**src/rtl/branch_predictor.sv**
```systemverilog
// Dynamic branch direction predictor: 2-bit saturating counter table trained at EX resolution.
// Optional gshare indexing (global history XOR PC) is enabled by defining BP_GSHARE_EN.
module branch_predictor #(
   parameter int INDEX_BITS = 6,
   parameter int PC_WIDTH   = 32,
   parameter int CNT_WIDTH  = 32
) (
   input  logic                  clk,
   input  logic                  rst_n,
   input  logic                  id_valid,
   input  logic                  id_is_branch,
   input  logic [PC_WIDTH-1:0]   id_pc,
   output logic                  pred_taken,
   output logic [INDEX_BITS-1:0] pred_ghr,
   input  logic                  ex_is_branch,
   input  logic [PC_WIDTH-1:0]   ex_pc,
   input  logic [INDEX_BITS-1:0] ex_ghr,
   input  logic                  ex_br_taken,
   input  logic                  ex_br_suc,
   input  logic                  ex_br_mispred,
   output logic [CNT_WIDTH-1:0]  stat_branches,
   output logic [CNT_WIDTH-1:0]  stat_mispreds,
   output logic                  err_sticky
);

   localparam int ENTRIES = 1 << INDEX_BITS;

   logic [1:0]            cnt_tbl [ENTRIES];
   logic [INDEX_BITS-1:0] lu_idx;
   logic [INDEX_BITS-1:0] up_idx;
   logic                  upd_vld;
   logic                  proto_err;
   logic                  actual;

   function automatic logic [1:0] sat_update(input logic [1:0] cnt, input logic up);
      if (up)
         return (cnt == 2'b11) ? cnt : cnt + 2'd1;
      else
         return (cnt == 2'b00) ? cnt : cnt - 2'd1;
   endfunction

   // Exactly one of suc/mispred must accompany a resolved branch.
   assign upd_vld   = ex_is_branch & (ex_br_suc ^ ex_br_mispred);
   assign proto_err = ex_is_branch & ~(ex_br_suc ^ ex_br_mispred);
   assign actual    = ex_br_taken ^ ex_br_mispred;

`ifdef BP_GSHARE_EN
   logic [INDEX_BITS-1:0] ghr;
   logic                  unused_bits;

   assign lu_idx      = id_pc[INDEX_BITS+1:2] ^ ghr;
   assign up_idx      = ex_pc[INDEX_BITS+1:2] ^ ex_ghr;
   assign pred_ghr    = ghr;
   assign unused_bits = ^{id_pc[PC_WIDTH-1:INDEX_BITS+2], id_pc[1:0],
                          ex_pc[PC_WIDTH-1:INDEX_BITS+2], ex_pc[1:0]};

   // History is non-speculative: it only moves when EX resolves a branch.
   always_ff @(posedge clk or negedge rst_n) begin
      if (!rst_n)
         ghr <= '0;
      else if (upd_vld)
         ghr <= {ghr[INDEX_BITS-2:0], actual};
   end
`else
   logic unused_bits;

   assign lu_idx      = id_pc[INDEX_BITS+1:2];
   assign up_idx      = ex_pc[INDEX_BITS+1:2];
   assign pred_ghr    = '0;
   assign unused_bits = ^{id_pc[PC_WIDTH-1:INDEX_BITS+2], id_pc[1:0],
                          ex_pc[PC_WIDTH-1:INDEX_BITS+2], ex_pc[1:0], ex_ghr};
`endif

   // Lookup reads the registered table directly, so a same-cycle update is not bypassed.
   assign pred_taken = id_valid & id_is_branch & cnt_tbl[lu_idx][1];

   always_ff @(posedge clk or negedge rst_n) begin
      if (!rst_n) begin
         for (int i = 0; i < ENTRIES; i++)
            cnt_tbl[i] <= 2'b01;
      end else if (upd_vld) begin
         cnt_tbl[up_idx] <= sat_update(cnt_tbl[up_idx], actual);
      end
   end

   always_ff @(posedge clk or negedge rst_n) begin
      if (!rst_n) begin
         stat_branches <= '0;
         stat_mispreds <= '0;
         err_sticky    <= 1'b0;
      end else begin
         if (upd_vld) begin
            stat_branches <= stat_branches + 1'b1;
            if (ex_br_mispred)
               stat_mispreds <= stat_mispreds + 1'b1;
         end
         if (proto_err)
            err_sticky <= 1'b1;
      end
   end

endmodule

```
**config.mk**
```make
export PLATFORM = sky130hd
export DESIGN_NAME = branch_predictor
export DESIGN_NICKNAME = d
export VERILOG_FILES = /design/src/rtl/branch_predictor.sv
export SDC_FILE = /design/constraint.sdc
export NUM_CORES = 1
export LEC_CHECK = 0
export BUFFER_PORTS_ARGS = -buffer_cell sky130_fd_sc_hd__buf_2
export CELL_PAD_IN_SITES_DETAIL_PLACEMENT = 2
export CELL_PAD_IN_SITES_GLOBAL_PLACEMENT = 2
export CORE_ASPECT_RATIO = 1.4
export CORE_MARGIN = 10
export CORE_UTILIZATION = 40
export DETAILED_ROUTE_END_ITERATION = 10
export PLACE_DENSITY_LB_ADDON = 0.1
export SYNTH_ARGS = -nofsm -noshare
export SYNTH_HDL_FRONTEND = slang
export SYNTH_SLANG_ARGS = --single-unit
```
**constraint.sdc**
```tcl
create_clock -name clk -period 8.65 [get_ports clk]
set_input_delay 0.865 -clock clk [delete_from_list [all_inputs] [get_ports clk]]
set_output_delay 0.865 -clock clk [all_outputs]
set_load 0.03 [all_outputs]
```
Word level (Yosys, flattened, before mapping)
Cells that the tools add are included.
- bits in writable memories: 0
- bits in latches: 0
- register bits after elaboration: 193
- memory bits (read-only): 0
- memories: 0
- input bits: 78
- output and inout bits: 72
- word-level logic and storage cells: 100
- shift-type cells: 0
- $mul: 0
- $add $sub $neg: 4
- div/mod/pow operators: 0
- bitwise gates (word level): 9
- $lt $le $gt $ge: 3
- equality and inequality tests: 1
- reductions and logical operators: 3
- multiplexer cells: 13
- operator list (operator ; number):
    $bwmux 128 ; 1
    $add 32x1->32 const B ; 2
    $bmux 2 s6 ; 2
    $mux 2 ; 9
    $ge 7x7->1 const B ; 2
    $not 6->7 ; 2
    $demux 2 s6 ; 1
    $lt 7x1->1 const B ; 1
    $and 1x1->1 ; 4
    $add 2x1->2 const B ; 1
    $eq 2x2->1 const B ; 1
    $logic_not 2->1 ; 1
    $reduce_and 2->1 ; 1
    $sub 2x1->2 const B ; 1
    $xor 1x1->1 ; 2
    $logic_and 1x1->1 ; 1
    $not 1->1 ; 1

Depth between registers and ports, before layout
Gate-level depths: netlist (run 1).
- depth after elaboration: 9
- mapped depth: 12
- depth with buffers taken out: 8

Worst setup path before layout (run 1)
Ideal clock, no wire load.
- path kind: in2out
- start: input port id_pc[2]
- end: output port pred_taken
- path slack: 4.485 ns
- cell stages on the path: 6
- required time: 7.785 ns
- buffers on the path: 2
- arrival time: 3.300 ns
- cell sequence: clkbuf_1 buf_2 mux4_2 mux4_2 mux4_2 and3_1
- word-level cells in the longest chain between the ends: 5
- ends and longest elaborated chain (element ; line ; source):
    start: declaration ; 12 ; input logic [PC_WIDTH-1:0] id_pc,
    $not 6->7 (implied by the code) ; 75 ; assign pred_taken = id_valid & id_is_branch & cnt_tbl[lu_idx][1];
    $bmux 2 s6 ; 75 ;
    $mux 2 (implied by the code) (2 in a row) ; 75 ;
    $and 1x1->1 ; 75 ;
    end: declaration ; 13 ; output logic pred_taken,
No other way between the ends. The select of a mux whose other input is x is not followed.

Final worst setup path (run 1)
Ends and elaborated chain as after synthesis.

==> metrics.cfg, run 1 <==
[synth]
synth_top_area_share_pct = 32.6
syn-cell-area_sq_um = 9900
seq_area_frac_synth_pct = 49.6
synthTopCellsByCount = mux2_2 (138), dfrtp_1 (129), nand2_1 (92)
ys.warnings.count = 0
synth_top_cell_by_area = dfrtp_1
synthCells = 805
synth_edf_count = 0
ys_seq_elements = 193
avgSynthCellArea_sq_um = 12.3
ys_types = 59
synthArstFlopShare_pct = 100
synth_area_leaders = dfrtp_1 (33%), dfstp_2 (17%), mux2_2 (16%)
ys.flop_type = dfrtp_1
synth.most_common_cell = mux2_2

[grt]
grtUsageTotal_pct = 19.1
grt_max_degree = 118
grt_pass1_vias = 7947
overflow = 0
grt_pass1_wl_microns = 47200
grt_antenna_before_repair = 1

[route]
wl_met3_microns = 912
route.top_layer_used = met4
vias_per_cell = 5.60
dr_wl_met2_microns = 16200
vias = 6725
m1WireLength_microns = 11900
drt_pass1_iterations = 4
drc_errors = 0
drt_first_iter_violations = 254
ant_nets = 0
post_drt_wl_per_cell_microns = 24.6
wl_microns = 29500

[power]
power_frac_seq_pct = 48.0
p_leak_uw = 0.00498
switching_share_pct = 28.4
comb_power_share_pct = 15.1
ir_worst_vdd_v = 0.000145
pwr_density_cell_nw_per_um2 = 199
p_int_uw = 1580
p_switching_uw = 626
clkPwrFrac_pct = 36.9

[sta]
setup_viol = 0
rsz0062_at_grt = false
worst_pin_slew_ns = 1.07
period_minus_slack_ns = 4.20
slew_viol_final = 0
finalCritPeriodShare_pct = 48.6
hold_viol_final = 0
setup_tns_ns = 0
fmax_ghz = 0.238
clock-skew-final_ns = 0.0130
slew_headroom_pct = 28.1

[cts]
cts_made_buffers = 17
clk_path_buf_depth = 2
clk_latency_ns = 0.45
holdBufCountCts = 0
clk_pin_slew_ns = 0.06
cts_tree = yes
h-tree-depth = 4
clock_sinks = 193
cts_resized = 0
cts_setup_buffers = 0
cts_root_buf = clkbuf_16

[floorplanning]
boundaryPins = 150
die_h_microns = 206
die_x_microns = 153
initial_core_util_pct = 40.4
die_area_sq_um = 31500
fp-row-count = 68
coreArea_sq_um = 24500

[min_path]
min_path_cells = 1
hp-start = err_sticky$_DFFE_PN0P_
hold_end = err_sticky$_DFFE_PN0P_
holdCritPathClass = reg2reg

[layout]
layout-drive-gt1-share_pct = 41.1
antenna_cells = 0
seq_area_sq_um = 4910
postLayoutCoreUtil_pct = 45.2
synthToLayoutAreaGrowth_pct = 11.8
fillCellCount = 2488
multi_input_area_sq_um = 4640
layout.nets = 952

[critical_path]
slowest_delay_ns = 0.61
crit_top_cell = mux4_2
crit_chain = buf_2 -> mux4_2 -> mux4_2 -> mux4_2 -> and3_1 -> buf_2
r2r_end = cnt_tbl[109]$_DFFE_PN0P_
regToRegSetupSlack_ns = 5.71
worstSetupStartpoint = id_pc[2]
worstSetupStartpointType = primary input
r2r_cells = 7
rr_startpoint = cnt_tbl[98]$_DFFE_PN1P_
critPathSlowestCell = mux4_2
end_kind = output port
cp.arrival_ns = 3.34
required_ns = 7.79
criticalPathCategory = in2out
cp_max_fo = 16

[placed_design]
numPortBuffers = 85
place_congestion = 0.782
dp_hpwl_microns = 20400

[status]
outcome = finished, final reports clean

[flow_run]
max-cap-violations = 0

==> cells in the final DEF, fill, tap and decap left out, types with 3 or more instances in the layout <==
cell type / instances
nor2b_1: 9
o21ai_0: 3
dfrtp_1: 129
nor3b_1: 4
and3b_1: 3
xor2_1: 13
nor3_1: 4
nor2_1: 45
a21oi_1: 4
mux2_2: 138
dfstp_2: 64
mux2i_1: 13
and3_1: 19
nand4_1: 10
mux4_2: 30
buf_4: 8
a221o_1: 4
and4_1: 6
clkinvlp_4: 4
buf_2: 84
inv_1: 7
or2_2: 3
nand2_1: 92
clkbuf_1: 3
nand3_1: 35
a221oi_1: 5
a31oi_1: 4
nand2b_1: 6
and2_1: 4
clkbuf_16: 17
clkbuf_8: 5
conb_1: 6
a22oi_1: 13
xnor2_1: 52
==> power groups by stage <==
stage	registers, uW	logic (uW)	clock network [uW]
final	1060	332	812
after floorplan	1100	193	0
after global placement	1070	321	0
after CTS	1060	339	831
after detailed placement	1070	334	0
after global routing	1070	362	873
==> registers in the layout, summed over array words and instances (netlist names) <==
signal         flops
cnt_tbl          128
stat_branches     32
stat_mispreds     32
err_sticky         1
==> metrics by stage <==
stage | worst slack [ns] | hold WS [ns] | total power, uW | area [sq um] | std cells
after floorplan | 4.48 | 0.491 | 1290 | 9920 | 810
after global placement | 4.28 | 0.450 | 1390 | 10500 | 1168
after detailed placement | 4.18 | 0.444 | 1410 | 10500 | 1168
after CTS | 4.41 | 0.461 | 2230 | 11100 | 1200
after global routing | 4.35 | 0.490 | 2300 | 11100 | 1200
final | 4.45 | 0.459 | 2200 | 11100 | 1200
==> metal layers <==
metal  GRT usage [%]  vias up
li1                -     3005
met1            21.4     3581
met2            35.6      113
met3            3.83       26
met4            5.80        0
met5               0        -
==> final cells by class <==
class	instances	area share, %
Sequential cell	193	44.4
Clock inverter	8	0.938
Inverter	8	0.271
Tap cell	315	3.56
Clock buffer	24	4.44
Timing Repair Buffer	93	4.47
Multi-Input combinational cell	559	42.0
==> worst max-delay path, delay by kind of cell <==
family	cells	cell delay, ns
buffers and inverters	2	0.66
multiplexers	3	1.61
AND/OR/NAND/NOR	1	0.19
==> worst max-delay path by stage <==
| stage | endpoint | slack (ns) | cells past startpoint |
|---|---|---|---|
| after floorplan | pred_taken | 4.48 | 6 |
| after global placement | cnt_tbl[41]$_DFFE_PN0P_ | 4.28 | 9 |
| after detailed placement | cnt_tbl[69]$_DFFE_PN0P_ | 4.18 | 9 |
| after CTS | pred_taken | 4.41 | 6 |
| after global routing | pred_taken | 4.35 | 6 |
| final | pred_taken | 4.45 | 6 |
==> cells by family (layout without fill, tap and decap cells) <==
group	count (synthesis)	in the layout	synth area share [%]
adder cells (fa/ha/maj)	4	4	0.531
buffers and inverters	58	133	3.77
AO/OA/AOI/OAI	54	54	4.33
XOR/XNOR	65	65	5.75
AND/OR/NAND/NOR	248	248	12.0
flip-flops	193	193	49.6
multiplexers	182	182	24.0
other	1	6	0.0379
(Power assumes the default switching activity.)
==> run 2: changes to the inputs <==
- CORE_UTILIZATION: 40 -> 35
- clock period: 8.65 -> 3.7 ns (I/O delays scaled with it)
==> run 2 against run 1 <==
Effect of this change:
- routed wire length increased by 4.5%
- largest cell class unchanged
- register-to-register slack got worse by 4.8 ns
- die area increased by 13%
- power increased by 130%
- clock skew decreased by 0.00086 ns
- combinational power increased to 2.5 times the previous value
- count of clock-buffer cells in the layout decreased by 4
- first-iteration DRC count increased by 7.9%
- critical endpoint unchanged
==> metrics.cfg, run 2 (synthesis gave the netlist of run 1 again) <==
[status]
outcome = finished, final reports clean

[sta]
fmax_ghz = 0.321
slew_viol_final = 0
setup_viol = 0
worst_pin_slew_ns = 0.805
hold_viol_final = 0
slew_headroom_pct = 46.4
finalCritPeriodShare_pct = 84.2
period_minus_slack_ns = 3.12
clock-skew-final_ns = 0.0122
rsz0062_at_grt = false
setup_tns_ns = 0

[cts]
holdBufCountCts = 0
cts_root_buf = clkbuf_16
cts_resized = 0
cts_setup_buffers = 0
clock_sinks = 193
h-tree-depth = 4
cts_tree = yes
clk_latency_ns = 0.44
clk_pin_slew_ns = 0.07
clk_path_buf_depth = 2
cts_made_buffers = 17

[grt]
grt_max_degree = 95
grtUsageTotal_pct = 17.8
grt_pass1_vias = 8029
grt_pass1_wl_microns = 48700
grt_antenna_before_repair = 1
overflow = 0

[critical_path]
worstSetupStartpoint = cnt_tbl[33]$_DFFE_PN0P_
cp.arrival_ns = 2.75
regToRegSetupSlack_ns = 0.92
cp_max_fo = 3
worstSetupStartpointType = register
criticalPathCategory = reg2out
r2r_cells = 8
required_ns = 3.33
rr_startpoint = stat_mispreds[0]$_DFFE_PN0P_
end_kind = output port

[layout]
largest_register_ffs = 128
final_cell_mix = mux2_2 (138), dfrtp_1 (129), nand2_1 (92)
reg_top3 = cnt_tbl: 128 flops, stat_branches: 32 flops, stat_mispreds: 32 flops
layout.nets = 976
final_cells = 1279
antenna_cells = 0
layout-drive-gt1-share_pct = 42.8
synthToLayoutAreaGrowth_pct = 14.9
regMostFlops = cnt_tbl
final_common_cell = mux2_2

[power]
comb_power_share_pct = 16.2
ir_worst_vdd_v = 0.000286
clkPwrFrac_pct = 35.3
pwr_density_cell_nw_per_um2 = 449
p_int_uw = 3620
p_switching_uw = 1480
switching_share_pct = 29.1
power_frac_seq_pct = 48.5
p_leak_uw = 0.00512

[floorplanning]
die_x_microns = 162
boundaryPins = 150
coreArea_sq_um = 27700
die_area_sq_um = 35500
fp-row-count = 72
die_h_microns = 219
initial_core_util_pct = 35.7

[route]
drt_first_iter_violations = 274
drt_pass1_iterations = 4
vias = 6858
ant_nets = 0
post_drt_wl_per_cell_microns = 24.1
vias_per_cell = 5.36
drc_errors = 0
wl_microns = 30900

[placed_design]
dp.cells = 1247
numPortBuffers = 85
dp_hpwl_microns = 22900
place_congestion = 0.772

[flow_run]
max-cap-violations = 0

[min_path]
holdCritPathClass = in2async

==> run 2: worst max-delay path, cell delays in order (launching register included) <==
cell and delay [ns]:
dfrtp_1 0.41, mux4_2 0.54, mux4_2 0.53, mux4_2 0.46, and3_1 0.18, buf_2 0.17
==> run 2: layout make-up <==
type                    count  area [sq um]
clock inverters            12           109
inverters                   8          30.0
well taps                 370           463
multi-input cells         559          4640
repair buffers            117           774
clock buffers              20           457
flip-flops and latches    193          4910
fillers                  2953         16400
==> run 2: per-layer routing <==
| metal | routed length, microns | share of wire [%] | vias to the layer above | GRT usage [%] |
|---|---|---|---|---|
| met5 | 13 | 0.042 | - | 0 |
| met4 | 711 | 2.3 | 2 | 6.02 |
| met3 | 936 | 3.0 | 38 | 3.60 |
| met2 | 17000 | 55 | 125 | 32.6 |
| met1 | 12300 | 40 | 3646 | 20.0 |
| li1 | - | - | 3047 | - |
==> run 2: stage by stage <==
stage | total power (uW) | hold slack [ns] | utilization, % | setup slack [ns] | cell area, sq um
6_report | 5110 | 0.00178 | 41.0 | 0.584 | 11400
5_1_grt | 5370 | 0.0613 | 41.0 | 0.511 | 11400
4_1_cts | 5190 | 0.0390 | 41.0 | 0.545 | 11400
3_5_place_dp | 3360 | 0.462 | 39.0 | 0.379 | 10800
3_3_place_gp | 3310 | 0.454 | 39.0 | 0.325 | 10800
2_1_floorplan | 3010 | 0.0744 | - | 0.525 | 9920
==> run 2: power groups by stage <==
stage	logic [uW]	clock network, uW	registers [uW]
finish	830	1800	2470
global route	903	1960	2500
CTS	850	1860	2480
detailed placement	848	0	2510
global placement	815	0	2490
floorplan	451	0	2560
==> run 2: final timing paths <==
check                                                end
setup / recovery                              pred_taken
hold / removal                   cnt_tbl[31]$_DFFE_PN0P_
setup reg to reg           stat_mispreds[30]$_DFFE_PN0P_
hold reg to reg            stat_branches[31]$_DFFE_PN0P_
max in group asynchronous       cnt_tbl[116]$_DFFE_PN1P_
min in group clk                  err_sticky$_DFFE_PN0P_
==> run 3: changes to the inputs <==
- CORE_UTILIZATION: 35 -> 39
- clock period: 3.7 -> 3.2 ns (I/O delays scaled with it)
==> run 3 against run 2 <==
Effect of this change:
- die area is 9.2% lower
- combinational power is 16% higher
- sequential share of layout area is 0.24 points lower
- global-route usage is 1.5 points higher
- critical path type unchanged
- largest cell class unchanged
==> metrics.cfg, run 3 (synthesis gave the netlist of run 1 again) <==
[sta]
hold_viol_final = 0
slew_viol_final = 0
worst_pin_slew_ns = 0.693
clock-skew-final_ns = 0.0101
period_minus_slack_ns = 3.04
setup_tns_ns = 0
setup_viol = 0
fmax_ghz = 0.329
rsz0062_at_grt = false
finalCritPeriodShare_pct = 94.9
slew_headroom_pct = 53.4
finalHoldWorstSlack_ns = 0.183

[grt]
grt_max_degree = 71
grtUsageTotal_pct = 19.3
grt_antenna_before_repair = 1
grt_pass1_wl_microns = 48500
overflow = 0
grt_pass1_vias = 8100

[placed_design]
numPortBuffers = 85
place_congestion = 0.814
dp_hpwl_microns = 22400

[power]
power.total_uw = 6050
pwr_density_cell_nw_per_um2 = 529
p_leak_uw = 0.00519
ir_worst_vdd_v = 0.000383

[floorplanning]
boundaryPins = 150
die_x_microns = 155
fp-row-count = 68
die_h_microns = 209
coreArea_sq_um = 24800
die_area_sq_um = 32300
initial_core_util_pct = 39.9

[route]
ant_nets = 0
drt_first_iter_violations = 304
vias = 6898
wl_microns = 30900
post_drt_wl_per_cell_microns = 25.1
drt_pass1_iterations = 7
drc_errors = 0
vias_per_cell = 5.61

[layout]
regMostFlops = cnt_tbl
synthToLayoutAreaGrowth_pct = 15.6
reg_top3 = cnt_tbl: 128 flops, stat_branches: 32 flops, stat_mispreds: 32 flops
seq_area_sq_um = 4910
final_common_cell = mux2_2
largest_register_ffs = 128
multi_input_area_sq_um = 4640
layout-drive-gt1-share_pct = 43.0
fillCellCount = 2532
antenna_cells = 0
final_cell_mix = mux2_2 (138), dfrtp_1 (129), nand2_1 (92)
layout.nets = 982

[cts]
clk_pin_slew_ns = 0.07
clk_path_buf_depth = 2
cts_made_buffers = 17
clock_sinks = 193
cts_resized = 0
h-tree-depth = 4
clk_latency_ns = 0.45
cts_root_buf = clkbuf_16
cts_tree = yes

[flow_run]
max-cap-violations = 0

[critical_path]
worstSetupStartpointType = register
cp.arrival_ns = 2.72
end_kind = output port
required_ns = 2.88
criticalPathCategory = reg2out
cp_max_fo = 3

[status]
outcome = finished, final reports clean

[min_path]
holdCritPathClass = in2reg

-- run 3: worst paths after layout --
kind | startpoint | end | slack [ns] | cells past startpoint
worst max-delay path | cnt_tbl[43]$_DFFE_PN0P_ | pred_taken | 0.16 | 5
worst min-delay path | ex_is_branch | err_sticky$_DFFE_PN0P_ | 0.18 | 2
worst max register to register | cnt_tbl[98]$_DFFE_PN1P_ | cnt_tbl[35]$_DFFE_PN0P_ | 0.43 | 8
worst min register to register | err_sticky$_DFFE_PN0P_ | err_sticky$_DFFE_PN0P_ | 0.46 | 1
max in group asynchronous | rst_n | cnt_tbl[72]$_DFFE_PN1P_ | 1.81 | 3
min in group asynchronous | rst_n | cnt_tbl[21]$_DFFE_PN0P_ | 0.44 | 2
-- run 3: timing repair --
action,4_1_cts,5_1_grt
hold endpoints to repair,39,0
hold buffers,1,0
setup buffers,0,0
-- run 3: where the power goes --
group / internal (uW) / total (uW) / switching [uW] / leakage [uW]
sequential: 2690 / 2860 / 173 / 0.00244
clock: 1220 / 2220 / 999 / 0.000289
combinational: 390 / 965 / 575 / 0.00246
total: 4310 / 6050 / 1750 / 0.00519
-- run 3: worst max-delay path: stages, from the launching register on --
cell and delay [ns]:
dfrtp_1 0.41, mux4_2 0.52, mux4_2 0.51, mux4_2 0.47, and3_1 0.18, buf_2 0.17
-- run 3: per-stage QoR --
| step | setup WS, ns | utilization, % | std cells | cell area (sq um) |
|---|---|---|---|---|
| 6_report | 0.162 | 46.1 | 1230 | 11400 |
| 5_1_grt | 0.0900 | 46.1 | 1230 | 11400 |
| 4_1_cts | 0.128 | 46.1 | 1230 | 11400 |
| 3_5_place_dp | 0.104 | 43.6 | 1197 | 10800 |
| 3_3_place_gp | 0.159 | 43.6 | 1197 | 10800 |
| 2_1_floorplan | 0.125 | - | 810 | 9920 |
-- run 3: layer usage --
metal	wire length [microns]	track usage, %
met5	11	0
met4	920	7.85
met3	912	3.74
met2	16400	34.1
met1	12600	22.0
-- run 3: final cells by class --
class	instances	area share, %
Sequential cell	193	42.9
Multi-Input combinational cell	559	40.5
Timing Repair Buffer	123	7.62
Clock buffer	22	4.14
Tap cell	315	3.44
Clock inverter	10	1.10
Inverter	8	0.262
